**config.mk**
```make
export PLATFORM = sky130hd
export DESIGN_NAME = phase_timer
export DESIGN_NICKNAME = d
export VERILOG_FILES = /design/src/rtl/phase_timer_pkg.sv /design/src/rtl/tick_sync.sv /design/src/rtl/phase_timer.sv
export SDC_FILE = /design/constraint.sdc
export NUM_CORES = 1
export LEC_CHECK = 0
export CELL_PAD_IN_SITES_DETAIL_PLACEMENT = 1
export CELL_PAD_IN_SITES_GLOBAL_PLACEMENT = 2
export CORE_MARGIN = 1
export CORE_UTILIZATION = 25
export CTS_BUF_LIST = sky130_fd_sc_hd__clkbuf_4 sky130_fd_sc_hd__clkbuf_8
export CTS_CLUSTER_DIAMETER = 150
export DETAILED_ROUTE_END_ITERATION = 8
export GPL_TIMING_DRIVEN = 0
export MAX_ROUTING_LAYER = met4
export PLACE_DENSITY_LB_ADDON = 0.3
export SLEW_MARGIN = 10
export SYNTH_ARGS = -nofsm -noshare
export SYNTH_HDL_FRONTEND = slang
export SYNTH_HIERARCHICAL = 1
export SYNTH_SLANG_ARGS = --single-unit
```
**constraint.sdc**
```tcl
create_clock -name clk -period 2.52 [get_ports clk]
set_input_delay 0.63 -clock clk [delete_from_list [all_inputs] [get_ports clk]]
set_output_delay 0.63 -clock clk [all_outputs]
set_load 0.02 [all_outputs]
```
**src/rtl/phase_timer_pkg.sv**
```systemverilog
// Shared types and defaults for the phase countdown timer.
package phase_timer_pkg;

    localparam int unsigned SYNC_STAGES_DEF = 2;

    typedef enum logic [1:0] {
        ST_IDLE    = 2'd0,
        ST_RUN     = 2'd1,
        ST_PAUSED  = 2'd2,
        ST_EXPIRED = 2'd3
    } state_e;

endpackage

```
**src/rtl/tick_sync.sv**
```systemverilog
// Synchronises one divided-clock input and emits a registered one-cycle
// pulse per rising edge, muted until the synchroniser has flushed after reset.
module tick_sync #(
    parameter int unsigned SYNC_STAGES = 2
) (
    input  logic clk,
    input  logic rst_n,
    input  logic async_i,
    output logic tick_o
);

    logic [SYNC_STAGES-1:0] sync_q;
    logic                   prev_q;
    logic [SYNC_STAGES:0]   arm_q;
    logic                   tick_q;
    logic                   tick_d;

    // arm_q fills with ones after reset; the top bit gates ticks so a level
    // already high at release cannot look like an edge.
    always_comb begin
        tick_d = arm_q[SYNC_STAGES] & sync_q[SYNC_STAGES-1] & ~prev_q;
    end

    always_ff @(posedge clk or negedge rst_n) begin
        if (!rst_n) begin
            sync_q <= '0;
            prev_q <= 1'b0;
            arm_q  <= '0;
            tick_q <= 1'b0;
        end else begin
            sync_q <= {sync_q[SYNC_STAGES-2:0], async_i};
            prev_q <= sync_q[SYNC_STAGES-1];
            arm_q  <= {arm_q[SYNC_STAGES-1:0], 1'b1};
            tick_q <= tick_d;
        end
    end

    assign tick_o = tick_q;

endmodule

```
**src/rtl/phase_timer.sv**
```systemverilog
// Phase countdown timer: synchronised divided-clock ticks plus a seconds
// countdown with load/start/pause control and a one-cycle expiry pulse.
module phase_timer
    import phase_timer_pkg::*;
#(
    parameter int unsigned SYNC_STAGES = SYNC_STAGES_DEF,
    parameter int unsigned TIME_W      = 8
) (
    input  logic              clk,
    input  logic              rst_n,
    input  logic              clk_1hz,
    input  logic              clk_10hz,
    input  logic              clk_20hz,
    input  logic              clk_40hz,
    input  logic              load,
    input  logic [TIME_W-1:0] load_val,
    input  logic              start,
    input  logic              pause,
    output logic              tick_1hz,
    output logic              tick_10hz,
    output logic              tick_20hz,
    output logic              tick_40hz,
    output logic [TIME_W-1:0] remaining,
    output logic              running,
    output logic              done,
    output logic              expired
);

    state_e            state_q, state_d;
    logic [TIME_W-1:0] rem_q, rem_d;
    logic              done_q, done_d;

    tick_sync #(.SYNC_STAGES(SYNC_STAGES)) u_sync_1hz (
        .clk(clk), .rst_n(rst_n), .async_i(clk_1hz), .tick_o(tick_1hz)
    );
    tick_sync #(.SYNC_STAGES(SYNC_STAGES)) u_sync_10hz (
        .clk(clk), .rst_n(rst_n), .async_i(clk_10hz), .tick_o(tick_10hz)
    );
    tick_sync #(.SYNC_STAGES(SYNC_STAGES)) u_sync_20hz (
        .clk(clk), .rst_n(rst_n), .async_i(clk_20hz), .tick_o(tick_20hz)
    );
    tick_sync #(.SYNC_STAGES(SYNC_STAGES)) u_sync_40hz (
        .clk(clk), .rst_n(rst_n), .async_i(clk_40hz), .tick_o(tick_40hz)
    );

    // load overrides everything; a tick seen together with pause is dropped.
    always_comb begin
        state_d = state_q;
        rem_d   = rem_q;
        done_d  = 1'b0;
        if (load) begin
            rem_d   = load_val;
            state_d = ST_IDLE;
        end else begin
            case (state_q)
                ST_IDLE: begin
                    if (start && (rem_q != '0)) begin
                        state_d = ST_RUN;
                    end
                end
                ST_RUN: begin
                    if (pause) begin
                        state_d = ST_PAUSED;
                    end else if (tick_1hz && (rem_q != '0)) begin
                        rem_d = rem_q - 1'b1;
                        if (rem_q == TIME_W'(1)) begin
                            done_d  = 1'b1;
                            state_d = ST_EXPIRED;
                        end
                    end
                end
                ST_PAUSED: begin
                    if (!pause) begin
                        state_d = ST_RUN;
                    end
                end
                ST_EXPIRED: begin
                    state_d = ST_EXPIRED;
                end
                default: begin
                    state_d = ST_IDLE;
                end
            endcase
        end
    end

    always_ff @(posedge clk or negedge rst_n) begin
        if (!rst_n) begin
            state_q <= ST_IDLE;
            rem_q   <= '0;
            done_q  <= 1'b0;
        end else begin
            state_q <= state_d;
            rem_q   <= rem_d;
            done_q  <= done_d;
        end
    end

    assign remaining = rem_q;
    assign running   = (state_q == ST_RUN);
    assign expired   = (state_q == ST_EXPIRED);
    assign done      = done_q;

endmodule

```
==> impl_metrics.csv <==
group,metric,value,unit
timing,clock.fmax,457,MHz
clocking,cts_hold_buf,0,
timing,fin_ws,0.333,ns
timing,slew_violations,0,
clocking,cts_buffers,5,
cells_and_area,drive_gt1_share,11.9,%
clocking,max-clock-path-buffers,2,
logic_synthesis,synthMuxAreaShare,0.668,%
cells_and_area,nets,171,
power,total_leakage_power,0.854,nW
logic_synthesis,synth_area,0.00150,mm2
floorplanning,ios,32,
setup_path,crit_type,"input pin to flip-flop",
timing,period_minus_slack,2.19,ns
setup_path,cp-end-kind,"flip-flop",
logic_synthesis,synth_top_area_share,65.1,%
timing,setup_violations,0,
placed_design,dp_slack,0.0490,ns
detailed_routing,drt-total-wl,2.87,mm
clocking,cts_num_sinks,39,
power,powerDensity,670,mW/mm2
logic_synthesis,synth_fp_nets,133,
run,drv_cap,0,
grt,gr-total-overflow,0,
logic_synthesis,synth_warnings,6,
detailed_routing,post-route-drc-count,0,
grt,antenna_found_initial,0,
logic_synthesis,synth_area_leaders,"dfrtp_1 65%, ha_1 2.5%, and3b_1 2.3%",
timing,rsz0062_at_grt,"false",
logic_synthesis,synth-simple-area-share,14.9,%
logic_synthesis,syn-instance-count,113,
logic_synthesis,synth_compound_area_share,11.6,%
logic_synthesis,avgSynthCellArea,13.3,um2
logic_synthesis,synth_edf_count,0,
cells_and_area,num_antenna_cells,0,
detailed_routing,viasPerCell,4.39,
grt,grt_max_degree,24,
timing,finalClockSkew,0.00370,ns
clocking,cts.clk_slew.worst_paths,0.07,ns
timing,hold_ws,0.277,ns
run_status,status,"finished, final reports clean",
setup_path,rr_startpoint,"remaining[0]$_DFFE_PN0P_",
clocking,h-tree-depth,2,
timing,finalHoldViolations,0,
placed_design,dp_hpwl,2.12,mm
cells_and_area,nFillCells,596,
clocking,cts_resized,0,
grt,grt_pass1_wl,4.91,mm
clocking,cts_tree,"built",
detailed_routing,vias,978,
placed_design,portBuffers,30,
floorplanning,die_area,0.00631,mm2
setup_path,path_max_fanout,8,
logic_synthesis,async_flop_share,100,%
clocking,cts-root-buf,"clkbuf_8",
floorplanning,fp.dieH,79.4,um
cells_and_area,area.growth.synth_to_final,34.6,%
setup_path,reg2reg_slack,0.45,ns
detailed_routing,drt-initial-drc-count,27,
setup_path,critPathArrivalTime,2.38,ns
grt,grt_pass1_vias,1047,
detailed_routing,ant_nets,0,
setup_path,worst-r2r-cell-count,6,
worst_hold_path,hold_class,"input pin to asynchronous set/reset pin",
logic_synthesis,ys_seq_area_share,65.1,%
power,ir_drop,0.252,mV
logic_synthesis,ys.flop_type,"dfrtp_1",
logic_synthesis,synth_top_family_by_area,"simple AND/OR/NAND/NOR gates",
grt,grt_usage,10.8,%
detailed_routing,first_pass_iters,4,
floorplanning,die_x,79.4,um
placed_design,place_congestion,0.773,
logic_synthesis,synth_xor_area_share,1.75,%
setup_path,rr_endpoint,"remaining[5]$_DFFE_PN0P_",
setup_path,worstSetupStartpointType,"input pin",
logic_synthesis,netlist-cell-type-count,38,
logic_synthesis,synth_top_cell_by_area,"dfrtp_1",
logic_synthesis,synth_seq_cells,39,
cells_and_area,post-route-util,35.8,%
clocking,cts_setup_buffers,0,
timing,period_share,86.8,%
detailed_routing,post_drt_wl_per_cell,12.9,um
floorplanning,core_area,0.00564,mm2
setup_path,worstPathRequired,2.71,ns
floorplanning,rows,27,
floorplanning,initial_core_util,26.6,%
clocking,clk_latency,0.28,ns
logic_synthesis,synthAdderAreaFrac,2.50,%
metrics by stage:
stage | TNS (ns) | instances | power (mW) | area [um2]
detailed placement | 0 | 216 | 0.875 | 1910
CTS | 0 | 223 | 1.38 | 2020
floorplan | 0 | 113 | 0.777 | 1500
global route | 0 | 223 | 1.42 | 2020
global placement | -0.946 | 215 | 0.864 | 1890
finish | 0 | 223 | 1.35 | 2020
worst max-delay path by stage:
stage / depth (start not counted) / from / slack (ns) / to
global placement: 1 / rst_n / -0.03 / state_q[0]$_DFFE_PN0P_
CTS: 5 / pause / 0.34 / remaining[5]$_DFFE_PN0P_
global route: 5 / pause / 0.26 / remaining[5]$_DFFE_PN0P_
detailed placement: 5 / pause / 0.05 / remaining[5]$_DFFE_PN0P_
finish: 5 / pause / 0.33 / remaining[5]$_DFFE_PN0P_
floorplan: 6 / remaining[0]$_DFFE_PN0P_ / 0.63 / remaining[3]$_DFFE_PN0P_
synth_stat cells, drive strengths merged (3+ instances only):
master  instances
and3b           4
nand2           7
inv             5
nor2            8
conb            4
ha              3
nand3           3
o21ai           5
a31oi           3
dfrtp          39
flip-flops by register name, summed over array words and instances, names as in the netlist, 2 cells and up:
signal	cells
remaining	8
u_sync_10hz/arm_q	3
u_sync_1hz/arm_q	3
u_sync_20hz/arm_q	3
u_sync_40hz/arm_q	3
state_q	2
u_sync_10hz/sync_q	2
u_sync_1hz/sync_q	2
u_sync_20hz/sync_q	2
u_sync_40hz/sync_q	2
cells by family after synthesis:
logic type	Yosys count
AO/OA/AOI/OAI	20
XOR/XNOR	3
adder cells (fa/ha/maj)	3
buffers and inverters	8
flip-flops	39
multiplexers	1
other	4
AND/OR/NAND/NOR	35
critical path, cell delays in order:
cell and delay (ns):
clkdlybuf4s50_1 0.48, and4bb_2 0.46, o21ai_4 0.12, or4b_1 0.48, a31oi_1 0.20
power by group:
group / switching [mW] / internal (mW) / total [mW]
combinational: 0.0835 / 0.0822 / 0.166
clock: 0.202 / 0.289 / 0.491
sequential: 0.0328 / 0.662 / 0.695
metal layers:
metal / GRT usage (%) / share of wire, %
met3: 3.89 / 3.2
met5: - / 0
met2: 16.2 / 49
met4: 4.91 / 1.2
met1: 13.1 / 47
area by class of cell:
cell class | count | area, um2 | share of cell area (%)
Timing Repair Buffer | 31 | 323 | 16.0
Clock inverter | 2 | 37.5 | 1.86
Sequential cell | 39 | 976 | 48.4
Clock buffer | 5 | 68.8 | 3.41
Multi-Input combinational cell | 66 | 485 | 24.1
Buffer | 3 | 18.8 | 0.930
Inverter | 5 | 18.8 | 0.930
Tap cell | 72 | 90.1 | 4.46
cells in the final DEF (no fill, tap or decap), types with 2 or more instances in the layout:
cell | Yosys | final
dfrtp_1 | 39 | 39
clkdlybuf4s50_1 | 0 | 29
nor2_1 | 8 | 8
nand2_1 | 7 | 7
inv_1 | 5 | 5
clkbuf_8 | 0 | 5
o21ai_1 | 4 | 4
and3b_1 | 4 | 4
conb_1 | 4 | 4
nand3_1 | 3 | 3
a31oi_1 | 3 | 3
ha_1 | 3 | 3
clkbuf_1 | 2 | 2
xor2_1 | 2 | 2
o41ai_1 | 2 | 2
or4b_1 | 2 | 2
o311ai_1 | 2 | 2
(Power assumes the default switching activity.)
